## src/rtl/pass_entry.sv

```systemverilog
// Two-digit passcode entry: synchronizes and debounces raw keypad inputs, then
// collects up to two digits with clear and idle-timeout handling.
module pass_entry #(
  parameter int DEBOUNCE     = 3,
  parameter int IDLE_TIMEOUT = 30
) (
  input  logic       clk,
  input  logic       reset_n,
  input  logic [1:0] key_digit,
  input  logic       key_strobe,
  input  logic       key_clear,
  output logic [1:0] pass1,
  output logic [1:0] pass2,
  output logic       pass_ready,
  output logic [1:0] digit_cnt
);

  localparam logic [1:0] EMPTY = 2'd0;
  localparam logic [1:0] ONE   = 2'd1;
  localparam logic [1:0] FULL  = 2'd2;

  localparam logic [3:0] DB_MAX    = 4'(DEBOUNCE);
  localparam logic [7:0] IDLE_LAST = 8'(IDLE_TIMEOUT - 1);

  function automatic logic [3:0] sat_inc(input logic [3:0] val, input logic [3:0] lim);
    sat_inc = (val >= lim) ? lim : val + 4'd1;
  endfunction

  logic [1:0] digit_p0, digit_p1;
  logic       strobe_p0, strobe_p1;
  logic       clear_p0, clear_p1;

  logic [3:0] db_cnt;
  logic       pressed, pressed_q, press_evt;

  logic [1:0] state, state_nx;
  logic [1:0] pass1_nx, pass2_nx;
  logic [7:0] idle_cnt, idle_nx;
  logic       ready_nx;
  logic [1:0] cnt_nx;

  // Stage p0/p1: two-flop synchronizers on every raw input
  always_ff @(posedge clk or negedge reset_n) begin
    if (!reset_n) begin
      digit_p0  <= 2'd0;
      digit_p1  <= 2'd0;
      strobe_p0 <= 1'b0;
      strobe_p1 <= 1'b0;
      clear_p0  <= 1'b0;
      clear_p1  <= 1'b0;
    end else begin
      digit_p0  <= key_digit;
      digit_p1  <= digit_p0;
      strobe_p0 <= key_strobe;
      strobe_p1 <= strobe_p0;
      clear_p0  <= key_clear;
      clear_p1  <= clear_p0;
    end
  end

  // Debounce: any low sample restarts the count, so short bounces never qualify
  always_ff @(posedge clk or negedge reset_n) begin
    if (!reset_n) begin
      db_cnt    <= 4'd0;
      pressed_q <= 1'b0;
    end else begin
      db_cnt    <= strobe_p1 ? sat_inc(db_cnt, DB_MAX) : 4'd0;
      pressed_q <= pressed;
    end
  end

  assign pressed   = (db_cnt == DB_MAX);
  assign press_evt = pressed & ~pressed_q;

  // Entry FSM; clear outranks both press and timeout
  always_comb begin
    state_nx = state;
    pass1_nx = pass1;
    pass2_nx = pass2;
    idle_nx  = idle_cnt;
    if (clear_p1) begin
      state_nx = EMPTY;
      pass1_nx = 2'd0;
      pass2_nx = 2'd0;
      idle_nx  = 8'd0;
    end else begin
      case (state)
        EMPTY: begin
          idle_nx = 8'd0;
          if (press_evt) begin
            state_nx = ONE;
            pass1_nx = digit_p1;
            pass2_nx = 2'd0;
          end
        end
        ONE, FULL: begin
          if (press_evt) begin
            idle_nx = 8'd0;
            if (state == ONE) begin
              state_nx = FULL;
              pass2_nx = digit_p1;
            end else begin
              state_nx = ONE;
              pass1_nx = digit_p1;
              pass2_nx = 2'd0;
            end
          end else if (idle_cnt >= IDLE_LAST) begin
            state_nx = EMPTY;
            pass1_nx = 2'd0;
            pass2_nx = 2'd0;
            idle_nx  = 8'd0;
          end else begin
            idle_nx = idle_cnt + 8'd1;
          end
        end
        default: begin
          state_nx = EMPTY;
          pass1_nx = 2'd0;
          pass2_nx = 2'd0;
          idle_nx  = 8'd0;
        end
      endcase
    end
  end

  always_comb begin
    ready_nx = (state_nx == FULL);
    case (state_nx)
      ONE:     cnt_nx = 2'd1;
      FULL:    cnt_nx = 2'd2;
      default: cnt_nx = 2'd0;
    endcase
  end

  // Outputs are registered so downstream compares see glitch-free values
  always_ff @(posedge clk or negedge reset_n) begin
    if (!reset_n) begin
      state      <= EMPTY;
      pass1      <= 2'd0;
      pass2      <= 2'd0;
      idle_cnt   <= 8'd0;
      pass_ready <= 1'b0;
      digit_cnt  <= 2'd0;
    end else begin
      state      <= state_nx;
      pass1      <= pass1_nx;
      pass2      <= pass2_nx;
      idle_cnt   <= idle_nx;
      pass_ready <= ready_nx;
      digit_cnt  <= cnt_nx;
    end
  end

endmodule

```

## config.mk

```make
export PLATFORM = sky130hd
export DESIGN_NAME = pass_entry
export DESIGN_NICKNAME = d
export VERILOG_FILES = /design/src/rtl/pass_entry.sv
export SDC_FILE = /design/constraint.sdc
export NUM_CORES = 1
export LEC_CHECK = 0
export ABC_AREA = 1
export ABC_CLOCK_PERIOD_IN_PS = 1800
export CORE_AREA = 2 2 52 54
export DETAILED_ROUTE_END_ITERATION = 10
export DIE_AREA = 0 0 54 56
export GPL_ROUTABILITY_DRIVEN = 0
export HOLD_SLACK_MARGIN = 0.08
export PLACE_DENSITY_LB_ADDON = 0.3
export SLEW_MARGIN = 20
export SYNTH_ARGS = -nofsm -noshare
export SYNTH_HDL_FRONTEND = slang
export SYNTH_SLANG_ARGS = --single-unit
```

## constraint.sdc

```tcl
create_clock -name clk -period 1.8 [get_ports clk]
set_clock_uncertainty 0.1 [all_clocks]
set_input_delay 0.54 -clock clk [delete_from_list [all_inputs] [get_ports clk]]
set_output_delay 0.54 -clock clk [all_outputs]
set_load 0.05 [all_outputs]
```

==> results by group, run 1 <==
Route
  – Antenna viol nets, final: 0
  – Pre-antenna DRT Iters: 4
  – First DRT Iteration DRCs: 11
  – Final WL: 2083 µm
  – Via count: 917
  – Drc violations: 0
  – Via density: 4.826
  – WL/cell: 10.96 µm

Clock network
  – Clock Path Buffers: 2
  – Clock Latency Late Sink: 0.32 ns
  – # H-tree levels: 2
  – Root Driver: clkbuf_4
  – # Post-CTS Setup Buffers: 0
  – CTS Buf Count: 5
  – CTS tree: yes
  – CTS sink cnt: 29
  – # hold bufs at CTS: 0
  – Resized cells post-CTS: 0
  – CTS clk-pin slew, worst paths: 0.09 ns

Placement
  – Dpl hpwl: 1533 µm
  – Port Buffers: 12
  – Placed insts: 182
  – Placed instance area: 1553 µm²

Setup path
  – Arrival time at the worst endpoint: 1.79 ns
  – Crit start category: register
  – Worst Path Max Fanout: 5
  – Worst r2r src: state[0]
  – Crit path required time: 1.95 ns
  – Critical path launch point: state[0]
  – Setup crit end kind: register
  – Crit path kind: register to register

Job
  – Max capacitance violation total: 0

Power
  – LEAKAGE: 0.8295 nW
  – Power per cell area: 725.7 nW/µm²
  – Worst IR Drop VDD: 0.7361 mV

STA
  – Fin. max-slew vios: 0
  – Fin. Hold Viols: 0
  – Max Freq: 612.6 MHz
  – Setup TNS: 0 ns
  – Crit share post-route: 0.9069
  – RSZ-0062 raised after global routing: false
  – Tmin final: 1.632 ns
  – Endpoints failing setup: 0

Layout
  – Fillers: 203
  – Non-Filler Instances: 190
  – Area growth syn-to-layout: 22.10%
  – Final instance area: 1604 µm²
  – Nets: 173
  – Ant. Diodes: 0
  – Share of cells above drive strength 1: 0.2000

Die
  – Die X: 54 µm
  – Chip height: 56 µm
  – Std cell rows: 18
  – Ports: 13
  – Area of the die: 3024 µm²
  – CORE AREA: 2432 µm²
  – Initial Utilization: 0.5401

Run status
  – Status: finished, final reports clean

Synthesis
  – Synthesized flop and latch total: 29
  – Warnings from Yosys: 0
  – Synth Cell Area: 1314 µm²
  – Library cells used by synthesis: 22
  – Top FF cell, synth: dfrtp_1
  – Post-synthesis instance total: 137
  – Number of synthesized flops with an enable pin: 0
  – Syn avg cell area: 9.589 µm²
  – Seq/Total Area, Yosys: 0.5524
  – Asr flop ratio synth: 1.000

Global routing
  – Number of global-route vias before repair: 831
  – Pin count of the biggest net entering global routing: 30
  – First-pass GRT wire length: 3650 µm
  – Initial antenna violation count: 0
  – Final global-route overflow total: 0
  – GRT Util Overall: 0.1716

Min path
  – Min-Delay Path Class: register to register
  – Hold wc startpoint: strobe_p0
-- logic make-up (layout without fill, tap and decap cells) --
kind of cell	Yosys count	count (layout)	synth area share
fa+ha+maj	8	8	0.07619
simple gates	66	66	0.2581
compound gates	8	8	0.03237
flops	29	29	0.5524
buf+inv	24	44	0.07143
xor+xnor	1	1	0.006668
other cells	1	4	0.002854
-- metal layers --
layer | share of wire | global-route usage | wire length [µm] | up-vias
met5 | 0 | 0 | 0 | -
met4 | 0.034 | 0.08571 | 70 | 0
met3 | 0.053 | 0.07258 | 111 | 7
met2 | 0.48 | 0.2456 | 996 | 23
met1 | 0.43 | 0.2187 | 904 | 426
li1 | - | - | - | 461
-- power breakdown --
group | switching (mW) | internal, mW | total [mW] | leakage [nW]
clock | 0.214 | 0.148 | 0.362 | 0.0320
combinational | 0.0670 | 0.0470 | 0.114 | 0.427
sequential | 0.0141 | 0.674 | 0.688 | 0.371
total | 0.295 | 0.869 | 1.16 | 0.830
-- path summary, 6_finish.rpt --
path | slack, ns | cells after the start | to
max | 0.17 | 8 | digit_cnt[1]
min reg2reg | 0.25 | 0 | strobe_p1
min in group asynchronous | 0.50 | 2 | idle_cnt[4]
max in group asynchronous | 0.84 | 2 | state[1]
min | 0.25 | 0 | strobe_p1
max reg2reg | 0.17 | 8 | digit_cnt[1]
-- cell usage in the layout, fill, tap and decap left out, types with 4 or more instances in the layout --
| cell | Yosys | routed |
|---|---|---|
| nand2_2 | 5 | 5 |
| clkbuf_4 | 0 | 5 |
| nor2_1 | 13 | 13 |
| buf_12 | 0 | 7 |
| inv_1 | 20 | 20 |
| ha_1 | 8 | 8 |
| clkdlybuf4s50_1 | 0 | 5 |
| nand3_1 | 12 | 12 |
| conb_1 | 1 | 4 |
| dfrtp_1 | 29 | 29 |
| nand2_1 | 26 | 26 |
-- critical path, stage by stage (launching register included) --
cell and delay, ns:
dfrtp_1 0.45, inv_1 0.07, ha_1 0.41, inv_2 0.06, nor2_2 0.16, nor2_2 0.08
nand2_2 0.07, nand2_2 0.05, nor2_1 0.11
-- sequential cells by signal, indices dropped and copies added, names as in the netlist --
| signal | flops |
|---|---|
| idle_cnt | 8 |
| db_cnt | 4 |
| digit_cnt | 2 |
| digit_p0 | 2 |
| digit_p1 | 2 |
| pass1 | 2 |
| pass2 | 2 |
| state | 2 |
| clear_p0 | 1 |
| clear_p1 | 1 |
| pressed_q | 1 |
| strobe_p0 | 1 |
| strobe_p1 | 1 |
-- cell type report --
cell class              count  area [µm²]  area share
clock buffers               6       41.29     0.02574
clock inverters             2       10.01    0.006240
inverters                  23       86.33     0.05382
multi-input cells          87       505.5      0.3151
flip-flops and latches     29       725.7      0.4524
well taps                  30       37.54     0.02340
repair buffers             13       197.7      0.1232
-- through the flow --
| step | setup slack [ns] | utilization | power (mW) | hold slack, ns |
|---|---|---|---|---|
| detailed placement | 0.2114 | 0.6384 | 0.8164 | 0.2347 |
| finish | 0.1676 | 0.6595 | 1.164 | 0.2519 |
| floorplan | 0.2737 | - | 0.7572 | 0.1444 |
| CTS | 0.1839 | 0.6595 | 1.182 | 0.2550 |
| global placement | 0.2453 | 0.6384 | 0.8116 | 0.2315 |
| global route | 0.06071 | 0.6595 | 1.227 | 0.2600 |
-- Yosys cell counts, types with 2 or more instances --
cell type | instances | area [µm²]
nor2_1 | 13 | 48.80
nand3_1 | 12 | 60.06
inv_1 | 20 | 75.07
nand2_2 | 5 | 31.28
nor2_2 | 3 | 18.77
inv_2 | 3 | 11.26
nor3b_2 | 2 | 25.02
nand2_1 | 26 | 97.59
o21ai_0 | 3 | 15.01
ha_1 | 8 | 100.1
dfrtp_1 | 29 | 725.7
a21oi_1 | 3 | 15.01
Note: power is estimated with default switching activity, not from simulation.
==> run 2, diff against run 1 <==
--- a/config.mk
+++ b/config.mk
@@ -5,11 +5,11 @@
 export SDC_FILE = /design/constraint.sdc
 export NUM_CORES = 1
 export LEC_CHECK = 0
-export ABC_AREA = 1
+export ABC_AREA = 0
 export ABC_CLOCK_PERIOD_IN_PS = 1800
-export CORE_AREA = 2 2 52 54
+export CORE_AREA = 2 2 51 53
 export DETAILED_ROUTE_END_ITERATION = 10
-export DIE_AREA = 0 0 54 56
+export DIE_AREA = 0 0 53 55
 export GPL_ROUTABILITY_DRIVEN = 0
 export HOLD_SLACK_MARGIN = 0.08
 export PLACE_DENSITY_LB_ADDON = 0.3
==> results by group, run 2 <==
Layout
  – Area growth syn-to-layout: 34.69%
  – Share of cells above drive strength 1: 0.2846 (+0.08462)
  – Biggest regs: idle_cnt x8, db_cnt x4
  – Nets: 143 (-17%)
  – Share of the core filled with cells: 0.6820 (+0.02255)
  – Largest register FFs: 8 (unchanged)
  – Commonest cells after routing, fill and taps aside: dfrtp_1, buf_4, nor2_1, inv_1, buf_12
  – Commonest non-fill, non-tap cell in the layout: dfrtp_1
  – Ant. Diodes: 0 (unchanged)
  – Non-Filler Instances: 160 (-16%)
  – Top reg by flops: idle_cnt

Route
  – Via count: 804 (-12%)
  – Pre-antenna DRT Iters: 4 (unchanged)
  – Final WL: 2087 µm (+0.19%)
  – Via density: 5.025 (+4.1%)
  – WL/cell: 13.04 µm (+19%)
  – Drc violations: 0 (unchanged)
  – First DRT Iteration DRCs: 5 (-6)
  – Antenna viol nets, final: 0 (unchanged)

STA
  – Tmin final: 1.813 ns (+0.1807 ns)
  – Fin. Hold Viols: 0 (unchanged)
  – Fin worst setup slack: -0.01314 ns (-0.1807 ns)
  – RSZ-0062 raised after global routing: true
  – Setup TNS: -0.02592 ns (-0.02592 ns)
  – Fin. max-slew vios: 0 (unchanged)
  – Endpoints failing setup: 3 (+3)
  – Max Freq: 551.5 MHz (-10%)
  – Crit share post-route: 1.007 (+0.1004)

Setup path
  – Setup crit end kind: register
  – Delay-heaviest family, CP: simple AND/OR/NAND/NOR gates
  – Max incr delay on CP: 0.53 ns (+0.08 ns)
  – Buf/Inv on CP: 1 (-1)
  – Worst reg2reg setup slack: -0.01 ns (-0.18 ns)
  – Crit-path cells: buf_4 -> ha_1 -> or4_4 -> a21oi_4 -> and2_1
  – Worst Path Max Fanout: 4 (-1)
  – Crit path kind: register to register
  – Crit start category: register
  – Crit path required time: 1.96 ns (about the same)
  – Arrival time at the worst endpoint: 1.97 ns (+0.18 ns)
  – Crit path max-delay cell type: or4_4

Global routing
  – Final global-route overflow total: 0 (unchanged)
  – GRT Util Overall: 0.1746 (+0.002957)
  – Initial antenna violation count: 0 (unchanged)
  – First-pass GRT wire length: 3387 µm (-7.2%)
  – Number of global-route vias before repair: 792 (-4.7%)
  – Pin count of the biggest net entering global routing: 30 (unchanged)

Placement
  – Placed insts: 147 (-19%)
  – Dpl hpwl: 1458 µm (-4.9%)
  – Port Buffers: 12 (unchanged)
  – Worst Setup Slack post-DPL: -0.008452 ns (-0.2199 ns)

Run status
  – Violated checks: negative setup slack
  – Status: finished, violations left

Die
  – Chip height: 55 µm (-1.8%)
  – Std cell rows: 18 (unchanged)
  – Initial Utilization: 0.5063 (-0.03377)
  – CORE AREA: 2365 µm² (-2.8%)
  – Die X: 53 µm (-1.9%)
  – Area of the die: 2915 µm² (-3.6%)
  – Ports: 13 (unchanged)

Synthesis
  – Synth cell count leaders: dfrtp_1, nor2_1, ha_1, inv_1
  – Synth Cell Area: 1197 µm² (-8.9%)
  – Seq/Total Area, Yosys: 0.6061 (+0.05368)
  – Area share of the largest cell type after synthesis: 0.6061 (+0.05368)
  – Dominant cell type by area after synthesis: dfrtp_1
  – Area contributors post-synth: dfrtp_1, ha_1, nor2_1
  – Warnings from Yosys: 0 (unchanged)
  – Asr flop ratio synth: 1.000 (unchanged)
  – Library cells used by synthesis: 33 (+50%)
  – Top-count cell post-synth: dfrtp_1
  – Number of synthesized flops with an enable pin: 0 (unchanged)
  – Synthesized flop and latch total: 29 (unchanged)
  – Top FF cell, synth: dfrtp_1
  – Syn avg cell area: 12.60 µm² (+31%)
  – Post-synthesis instance total: 95 (-31%)

Power
  – Total power: 1.173 mW (+0.81%)
  – Power per cell area: 727.6 nW/µm² (+0.26%)
  – LEAKAGE: 0.7383 nW (-11%)
  – Worst IR Drop VDD: 0.7246 mV (-1.6%)

Min path
  – Min-Delay Path Class: register to register

Clock network
  – CTS Buf Count: 5 (unchanged)
  – # hold bufs at CTS: 0 (unchanged)
  – CTS sink cnt: 29 (unchanged)
  – Clock Latency Late Sink: 0.32 ns (about the same)
  – Root Driver: clkbuf_4
  – Clock Path Buffers: 2 (unchanged)
  – CTS clk-pin slew, worst paths: 0.10 ns (about the same)
  – CTS tree: yes
  – # H-tree levels: 2 (unchanged)

Job
  – Max capacitance violation total: 0 (unchanged)
[run 2: layer usage]
| layer | vias up | part of all wire | track usage |
|---|---|---|---|
| met4 | 0 | 0.039 | 0.08547 |
| met2 | 21 | 0.49 | 0.2979 |
| met1 | 386 | 0.41 | 0.1817 |
| li1 | 386 | - | - |
| met3 | 11 | 0.060 | 0.08333 |
| met5 | - | 0 | 0 |
[run 2: layout make-up]
type	instances	area [µm²]
Multi-Input combinational cell	60	481.7
Sequential cell	29	726.9
Fill cell	173	752.0
Inverter	8	30.03
Tap cell	30	37.54
Clock buffer	8	48.80
Timing Repair Buffer	25	287.8
[run 2: worst register-to-register path: stages (launching register included)]
cell and delay, ns:
dfrtp_2 0.44, buf_4 0.16, ha_1 0.24, or4_4 0.53, a21oi_4 0.15, and2_1 0.13
[run 2: power breakdown]
| part | leakage (nW) | internal (mW) | switching, mW |
|---|---|---|---|
| clock | 0.0265 | 0.155 | 0.201 |
| sequential | 0.369 | 0.675 | 0.0194 |
| combinational | 0.343 | 0.0634 | 0.0594 |
[run 2: kinds of logic (layout without fill, tap and decap cells)]
family,after synthesis,after routing,share of synthesized area
flip-flops,29,29,0.6061
other,1,4,0.003132
XOR/XNOR,4,4,0.02926
AND/OR/NAND/NOR,31,31,0.1526
AO/OA/AOI/OAI,11,11,0.07733
multiplexers,2,2,0.01672
adder cells (fa/ha/maj),8,8,0.08360
buffers and inverters,9,41,0.03135
[run 2: worst paths after layout]
kind                           endpoint  cells after the start  startpoint
min reg2reg                   strobe_p1                      0   strobe_p0
max reg2reg                digit_cnt[0]                      5    state[0]
max in group asynchronous      state[0]                      2     reset_n
min in group asynchronous      pass1[0]                      2     reset_n
min                           strobe_p1                      0   strobe_p0
max                        digit_cnt[0]                      5    state[0]
[run 2: what timing repair did]
item | in CTS | in global routing
endpoints found under the setup margin | 2 | 5
gates resized for setup | 4 | 6
pin swaps | 5 | 5
buffers inserted | 3 | 2
hold endpoints to repair | 0 | 0
[run 2: stage by stage]
step / hold slack, ns / area, µm²
2_1_floorplan: 0.1444 / 1209
3_3_place_gp: 0.2323 / 1489
3_5_place_dp: 0.2364 / 1489
4_1_cts: 0.2409 / 1567
5_1_grt: 0.2578 / 1613
6_report: 0.2313 / 1613
==> run 3, diff against run 2 <==
--- a/config.mk
+++ b/config.mk
@@ -7,6 +7,7 @@
 export LEC_CHECK = 0
 export ABC_AREA = 0
 export ABC_CLOCK_PERIOD_IN_PS = 1800
+export CAP_MARGIN = 20
 export CORE_AREA = 2 2 51 53
 export DETAILED_ROUTE_END_ITERATION = 10
 export DIE_AREA = 0 0 53 55
==> results of run 3 <==
Final layout, timing and power as in run 2 (identical DEF).
